## src/rtl/gcd_engine.sv

```systemverilog
// gcd_engine: parametrised GCD coprocessor, subtractive or binary (Stein) algorithm chosen per launch.
// Latency: launch edge, then one step per RUN cycle; done pulses for one cycle after the terminal step.
// Backpressure: none; start is ignored while busy, abort drops back to IDLE without a done pulse.
module gcd_engine #(
   parameter int WIDTH  = 16,
   parameter int ITER_W = 16
) (
   input  logic              clk,
   input  logic              rst,
   input  logic              start,
   input  logic              abort,
   input  logic              mode,
   input  logic [WIDTH-1:0]  x,
   input  logic [WIDTH-1:0]  y,
   output logic              busy,
   output logic              done,
   output logic [WIDTH-1:0]  result,
   output logic              err,
   output logic [ITER_W-1:0] iters
);

   // k counts the common factors of two stripped in binary mode; at most WIDTH-1 of them
   localparam int K_W = $clog2(WIDTH) + 1;

   typedef enum logic [1:0] {
      ST_IDLE = 2'd0,
      ST_RUN  = 2'd1,
      ST_DONE = 2'd2
   } gcdState;

   gcdState          state;
   logic [WIDTH-1:0] xr;
   logic [WIDTH-1:0] yr;
   logic [K_W-1:0]   k;
   logic             modeR;
   logic             bothZero;

   logic [WIDTH-1:0] nextXr;
   logic [WIDTH-1:0] nextYr;
   logic [K_W-1:0]   nextK;
   logic             isTerminal;
   logic [WIDTH-1:0] termResult;

   // One algorithm step on the working registers; first matching rule wins
   always_comb begin
      nextXr     = xr;
      nextYr     = yr;
      nextK      = k;
      isTerminal = 1'b0;
      termResult = '0;
      if (!modeR) begin
         // Subtractive: keep XR >= YR by swapping, then subtract
         if (yr == '0) begin
            isTerminal = 1'b1;
            termResult = xr;
         end else if (xr < yr) begin
            nextXr = yr;
            nextYr = xr;
         end else begin
            nextXr = xr - yr;
         end
      end else begin
         // Binary: strip twos, subtract odd from odd and halve the even difference
         if (yr == '0) begin
            isTerminal = 1'b1;
            termResult = xr << k;
         end else if (xr == '0) begin
            isTerminal = 1'b1;
            termResult = yr << k;
         end else if (!xr[0] && !yr[0]) begin
            nextXr = xr >> 1;
            nextYr = yr >> 1;
            nextK  = k + K_W'(1);
         end else if (!xr[0]) begin
            nextXr = xr >> 1;
         end else if (!yr[0]) begin
            nextYr = yr >> 1;
         end else if (xr >= yr) begin
            nextXr = (xr - yr) >> 1;
         end else begin
            nextYr = (yr - xr) >> 1;
         end
      end
   end

   // Control FSM with registered handshake outputs and the working datapath registers
   always_ff @(posedge clk or negedge rst) begin
      if (!rst) begin
         state    <= ST_IDLE;
         xr       <= '0;
         yr       <= '0;
         k        <= '0;
         modeR    <= 1'b0;
         bothZero <= 1'b0;
         result   <= '0;
         iters    <= '0;
         busy     <= 1'b0;
         done     <= 1'b0;
         err      <= 1'b0;
      end else begin
         done <= 1'b0;
         case (state)
            ST_IDLE, ST_DONE: begin
               // DONE accepts a new start directly so back-to-back launches lose no cycle
               if (start) begin
                  state    <= ST_RUN;
                  xr       <= x;
                  yr       <= y;
                  k        <= '0;
                  modeR    <= mode;
                  bothZero <= (x == '0) && (y == '0);
                  iters    <= '0;
                  err      <= 1'b0;
                  busy     <= 1'b1;
               end else begin
                  state <= ST_IDLE;
               end
            end
            ST_RUN: begin
               if (abort) begin
                  // Abort wins over the step: result, err and iters keep their values
                  state <= ST_IDLE;
                  busy  <= 1'b0;
               end else begin
                  if (!(&iters)) begin
                     iters <= iters + ITER_W'(1);
                  end
                  if (isTerminal) begin
                     state  <= ST_DONE;
                     busy   <= 1'b0;
                     done   <= 1'b1;
                     result <= termResult;
                     err    <= bothZero;
                  end else begin
                     xr <= nextXr;
                     yr <= nextYr;
                     k  <= nextK;
                  end
               end
            end
            default: begin
               state <= ST_IDLE;
               busy  <= 1'b0;
            end
         endcase
      end
   end

endmodule

```

## config.mk

```make
export PLATFORM = sky130hd
export DESIGN_NAME = gcd_engine
export DESIGN_NICKNAME = d
export VERILOG_FILES = /design/src/rtl/gcd_engine.sv
export SDC_FILE = /design/constraint.sdc
export NUM_CORES = 1
export LEC_CHECK = 0
export ABC_AREA = 1
export CORE_MARGIN = 2
export CORE_UTILIZATION = 54
export DETAILED_ROUTE_END_ITERATION = 10
export GPL_TIMING_DRIVEN = 0
export MAX_ROUTING_LAYER = met4
export PLACE_DENSITY = 0.86
export RECOVER_POWER = 50
export SETUP_SLACK_MARGIN = 0.2
export SLEW_MARGIN = 5
export SYNTH_ARGS = -nofsm -noshare
export SYNTH_HDL_FRONTEND = slang
export SYNTH_SLANG_ARGS = --single-unit
```

## constraint.sdc

```tcl
create_clock -name clk -period 4.8 [get_ports clk]
set_input_delay 0.48 -clock clk [delete_from_list [all_inputs] [get_ports clk]]
set_output_delay 0.48 -clock clk [all_outputs]
set_load 0.03 [all_outputs]
```

==> results by group <==
Detailed routing
  – Routed wire length: 29.6 mm
  – Detail Route Antenna Nets: 0
  – Routed wire per std cell: 19.4 um
  – DR iter-0 viols: 1,210
  – Avg Vias per Cell: 6.10
  – Drt drc: 0
  – Iteration count of the initial detailed-routing pass: 5
  – Vias: 9,304

Synthesis
  – Mapped Cells: 1,259
  – Synth Warn #: 0
  – Cell area after synthesis: 7770 um^2
  – Net count after synthesis: 1,332
  – Number of synthesized register bits: 76
  – Sequential area share after synthesis: 0.245
  – Main synth FF type: dfrtp_1
  – Leading area contributor after synthesis: dfrtp_1
  – Avg Cell Area, Syn: 6.18 um^2
  – Post-synthesis async set-or-reset flop share: 1.00
  – Number of flops mapped to enable cells by yosys: 0
  – Yosys top cell area share: 0.245
  – Number of library cell types mapped by synthesis: 55
  – Main area contributors after synthesis: dfrtp_1, nand2_1, nand3_1, o21ai_0, inv_1

Setup path
  – Startpoint Class: flop
  – Terminus of the critical flop-to-flop path: yr[13]
  – Crit path from: xr[10]
  – Req. time, crit path: 5.09 ns
  – R2R cell count: 14
  – Crit Path Category: flop to flop
  – Reg2reg start: xr[10]
  – CP endpoint kind: flop
  – Flop-to-flop setup slack: 1.69 ns
  – Critical Path AT: 3.40 ns
  – Crit-path max FO: 10

Global route
  – Initial antenna violation count: 0
  – GR Layer Usage met3: 0.106
  – Met1 Usage GRT: 0.548
  – Largest net degree at the start of global routing: 61
  – Number of global-route vias before repair: 8,558
  – Global-route met2 utilization: 0.597
  – Top Usage Layer GRT: met2
  – GRT Util Overall: 0.413
  – Global-route wire length before repair: 46.4 mm
  – GRT overflow: 0

Die
  – Boundary Pins: 72
  – Initial Util: 0.556
  – Site Rows: 43
  – Core area: 14,000 um^2
  – Die area: 15,400 um^2
  – Die Span Y: 124 um
  – Die Width: 124 um

Clock network
  – Clock sinks: 76
  – Post_cts resized: 0
  – H-tree depth: 3
  – Clk_lat worst skew: 0.35 ns
  – Root buf cell: clkbuf_16
  – CTS max path bufs: 2
  – CTS clk-pin slew, worst paths: 0.06 ns
  – Post-CTS Setup Repair Bufs: 0
  – Total CTS buffers: 9
  – CTS tree: built
  – Hold-fix buffers, CTS: 0

Placed design
  – Port bufs: 71
  – Detailed placement HPWL: 23.2 mm
  – Cells after DPL: 1,511
  – Gpl congestion: 1.09

Final layout
  – Area of the multi-input gates: 5090 um^2
  – Share of layout cells above drive strength 1: 0.0721
  – Final Instance Count excl. Fillers: 1,526
  – Register area: 1900 um^2
  – Area growth, synth to finish: 16.4%
  – Final Net Count: 1,415
  – Antenna Cells: 0
  – FILL cells: 1,327

STA
  – Final Skew: 0.00447 ns
  – Fin crit share: 0.647
  – Unrepaired setup endpoints after global routing: no
  – Final setup viols: 0
  – Setup TNS: 0 ns
  – Worst Tran Pin Value: 1.20 ns
  – Fmax: 322 MHz
  – Period minus WS final: 3.11 ns
  – Final Max Slew Viols: 0
  – Final-report hold violation count: 0
  – Slew HR: 0.201

Run status
  – Status: finished clean

Power and ir drop
  – VDD IR max: 0.531 mV
  – P_leak: 4.56 nW
  – Pwr Density: 771 nW/um^2

Hold path
  – Min-delay worst type: input port to asynchronous set/reset pin

Job
  – Max_cap viols: 0
## flip-flops by register name, summed over array words and instances (netlist names)
name,flops
iters,16
result,16
xr,16
yr,16
k,5
state,2
bothZero,1
busy,1
done,1
err,1
modeR,1
## worst max-delay path by stage
stage	cells after the start	end	slack, ns
after floorplan	16	xr[12]	2.54
after global placement	1	iters[4]	0.50
after detailed placement	14	yr[13]	1.83
after CTS	14	yr[13]	1.82
after global routing	14	yr[13]	1.53
final	14	yr[13]	1.69
## area by class of cell
class / instances / area share
Buffer: 49 / 0.0289
Sequential cell: 76 / 0.210
Clock buffer: 11 / 0.0268
Timing Repair Buffer: 72 / 0.0809
Clock inverter: 4 / 0.00816
Multi-Input combinational cell: 997 / 0.563
Inverter: 137 / 0.0574
Tap cell: 180 / 0.0249
## worst max-delay path, stage by stage (launching register included)
cell     delay (ns)
dfrtp_1        0.60
inv_1          0.21
ha_1           0.47
nand2_2        0.17
inv_2          0.04
nand2_1        0.07
nand2_2        0.07
a21oi_4        0.30
nand3_4        0.21
nor2_4         0.21
buf_4          0.23
nand3_1        0.20
nand2_1        0.12
nand3_1        0.08
nand2_1        0.06
## power by group
part	switching, mW	internal, mW
Clock	0.283	0.467
Sequential	0.427	0.801
Combinational	3.47	1.53
Total	4.18	2.79
## logic make-up (layout without fill, tap and decap cells)
logic type	Yosys count	in the layout	share of synthesized area
AO/OA/AOI/OAI	241	241	0.177
flip-flops	76	76	0.245
XOR/XNOR	16	16	0.0180
adder cells (fa/ha/maj)	36	36	0.0599
AND/OR/NAND/NOR	698	698	0.392
buffers and inverters	186	273	0.100
multiplexers	6	6	0.00772
## layout by cell type, fill, tap and decap left out, types with 5 or more instances in the layout
cell type	n
mux2i_1	6
a21oi_1	82
nor2_2	8
inv_1	121
nand2_1	430
buf_2	11
clkdlybuf4s50_1	57
o31ai_1	6
a31oi_1	5
dfrtp_1	76
o211ai_1	19
nand2_2	14
clkbuf_16	9
nand3_1	106
dlygate4sd3_1	13
ha_1	34
o21ai_0	102
nor2_1	87
buf_4	6
clkbuf_1	24
inv_2	13
a2bb2oi_1	8
nand4_1	16
xor2_1	13
nor4_1	10
## metal layers
metal  part of all wire  up-vias  wire [um]
met5                  0        -          0
met4              0.043        0       1280
met3               0.12      110       3680
met2               0.43      604      12700
met1               0.40     4300      12000
li1                   -     4290          -
## Yosys cell counts (2+ instances only)
| cell type | number |
|---|---|
| a31oi_1 | 5 |
| inv_1 | 121 |
| inv_2 | 13 |
| nand2_1 | 429 |
| mux2i_1 | 6 |
| and2_1 | 2 |
| nand2_4 | 3 |
| nor2_1 | 87 |
| o31ai_1 | 6 |
| ha_1 | 34 |
| clkinv_1 | 2 |
| nor2_8 | 2 |
| a21oi_1 | 82 |
| o21ai_0 | 102 |
| nor4_1 | 10 |
| or2_2 | 3 |
| dfrtp_1 | 76 |
| a21o_1 | 2 |
| a2bb2oi_1 | 8 |
| nand3_2 | 2 |
| xor2_1 | 13 |
| nor3_1 | 4 |
| nand4_1 | 16 |
| a21boi_0 | 2 |
| a21boi_1 | 3 |
| a21oi_2 | 2 |
| a22oi_1 | 2 |
| nor2_4 | 4 |
| buf_4 | 6 |
| nand3_1 | 106 |
| nor2_2 | 8 |
| o22ai_1 | 2 |
| o211ai_1 | 19 |
| clkbuf_1 | 22 |
| nand2_2 | 15 |
| buf_1 | 4 |
| xnor2_1 | 3 |
| buf_2 | 11 |
| buf_6 | 4 |
| nand3_4 | 2 |
| fa_1 | 2 |
## through the flow
step | power (mW) | hold WS, ns | worst slack [ns] | area [um^2] | util
after floorplan | 4.47 | 0.184 | 2.54 | 7770 | -
after global placement | 5.94 | 0.459 | 0.499 | 8710 | 0.623
after detailed placement | 5.98 | 0.379 | 1.83 | 8740 | 0.625
after CTS | 6.75 | 0.0140 | 1.82 | 9050 | 0.647
after global routing | 7.49 | 0.448 | 1.53 | 9050 | 0.647
final | 6.97 | 0.352 | 1.69 | 9050 | 0.647
(Power assumes the default switching activity.)
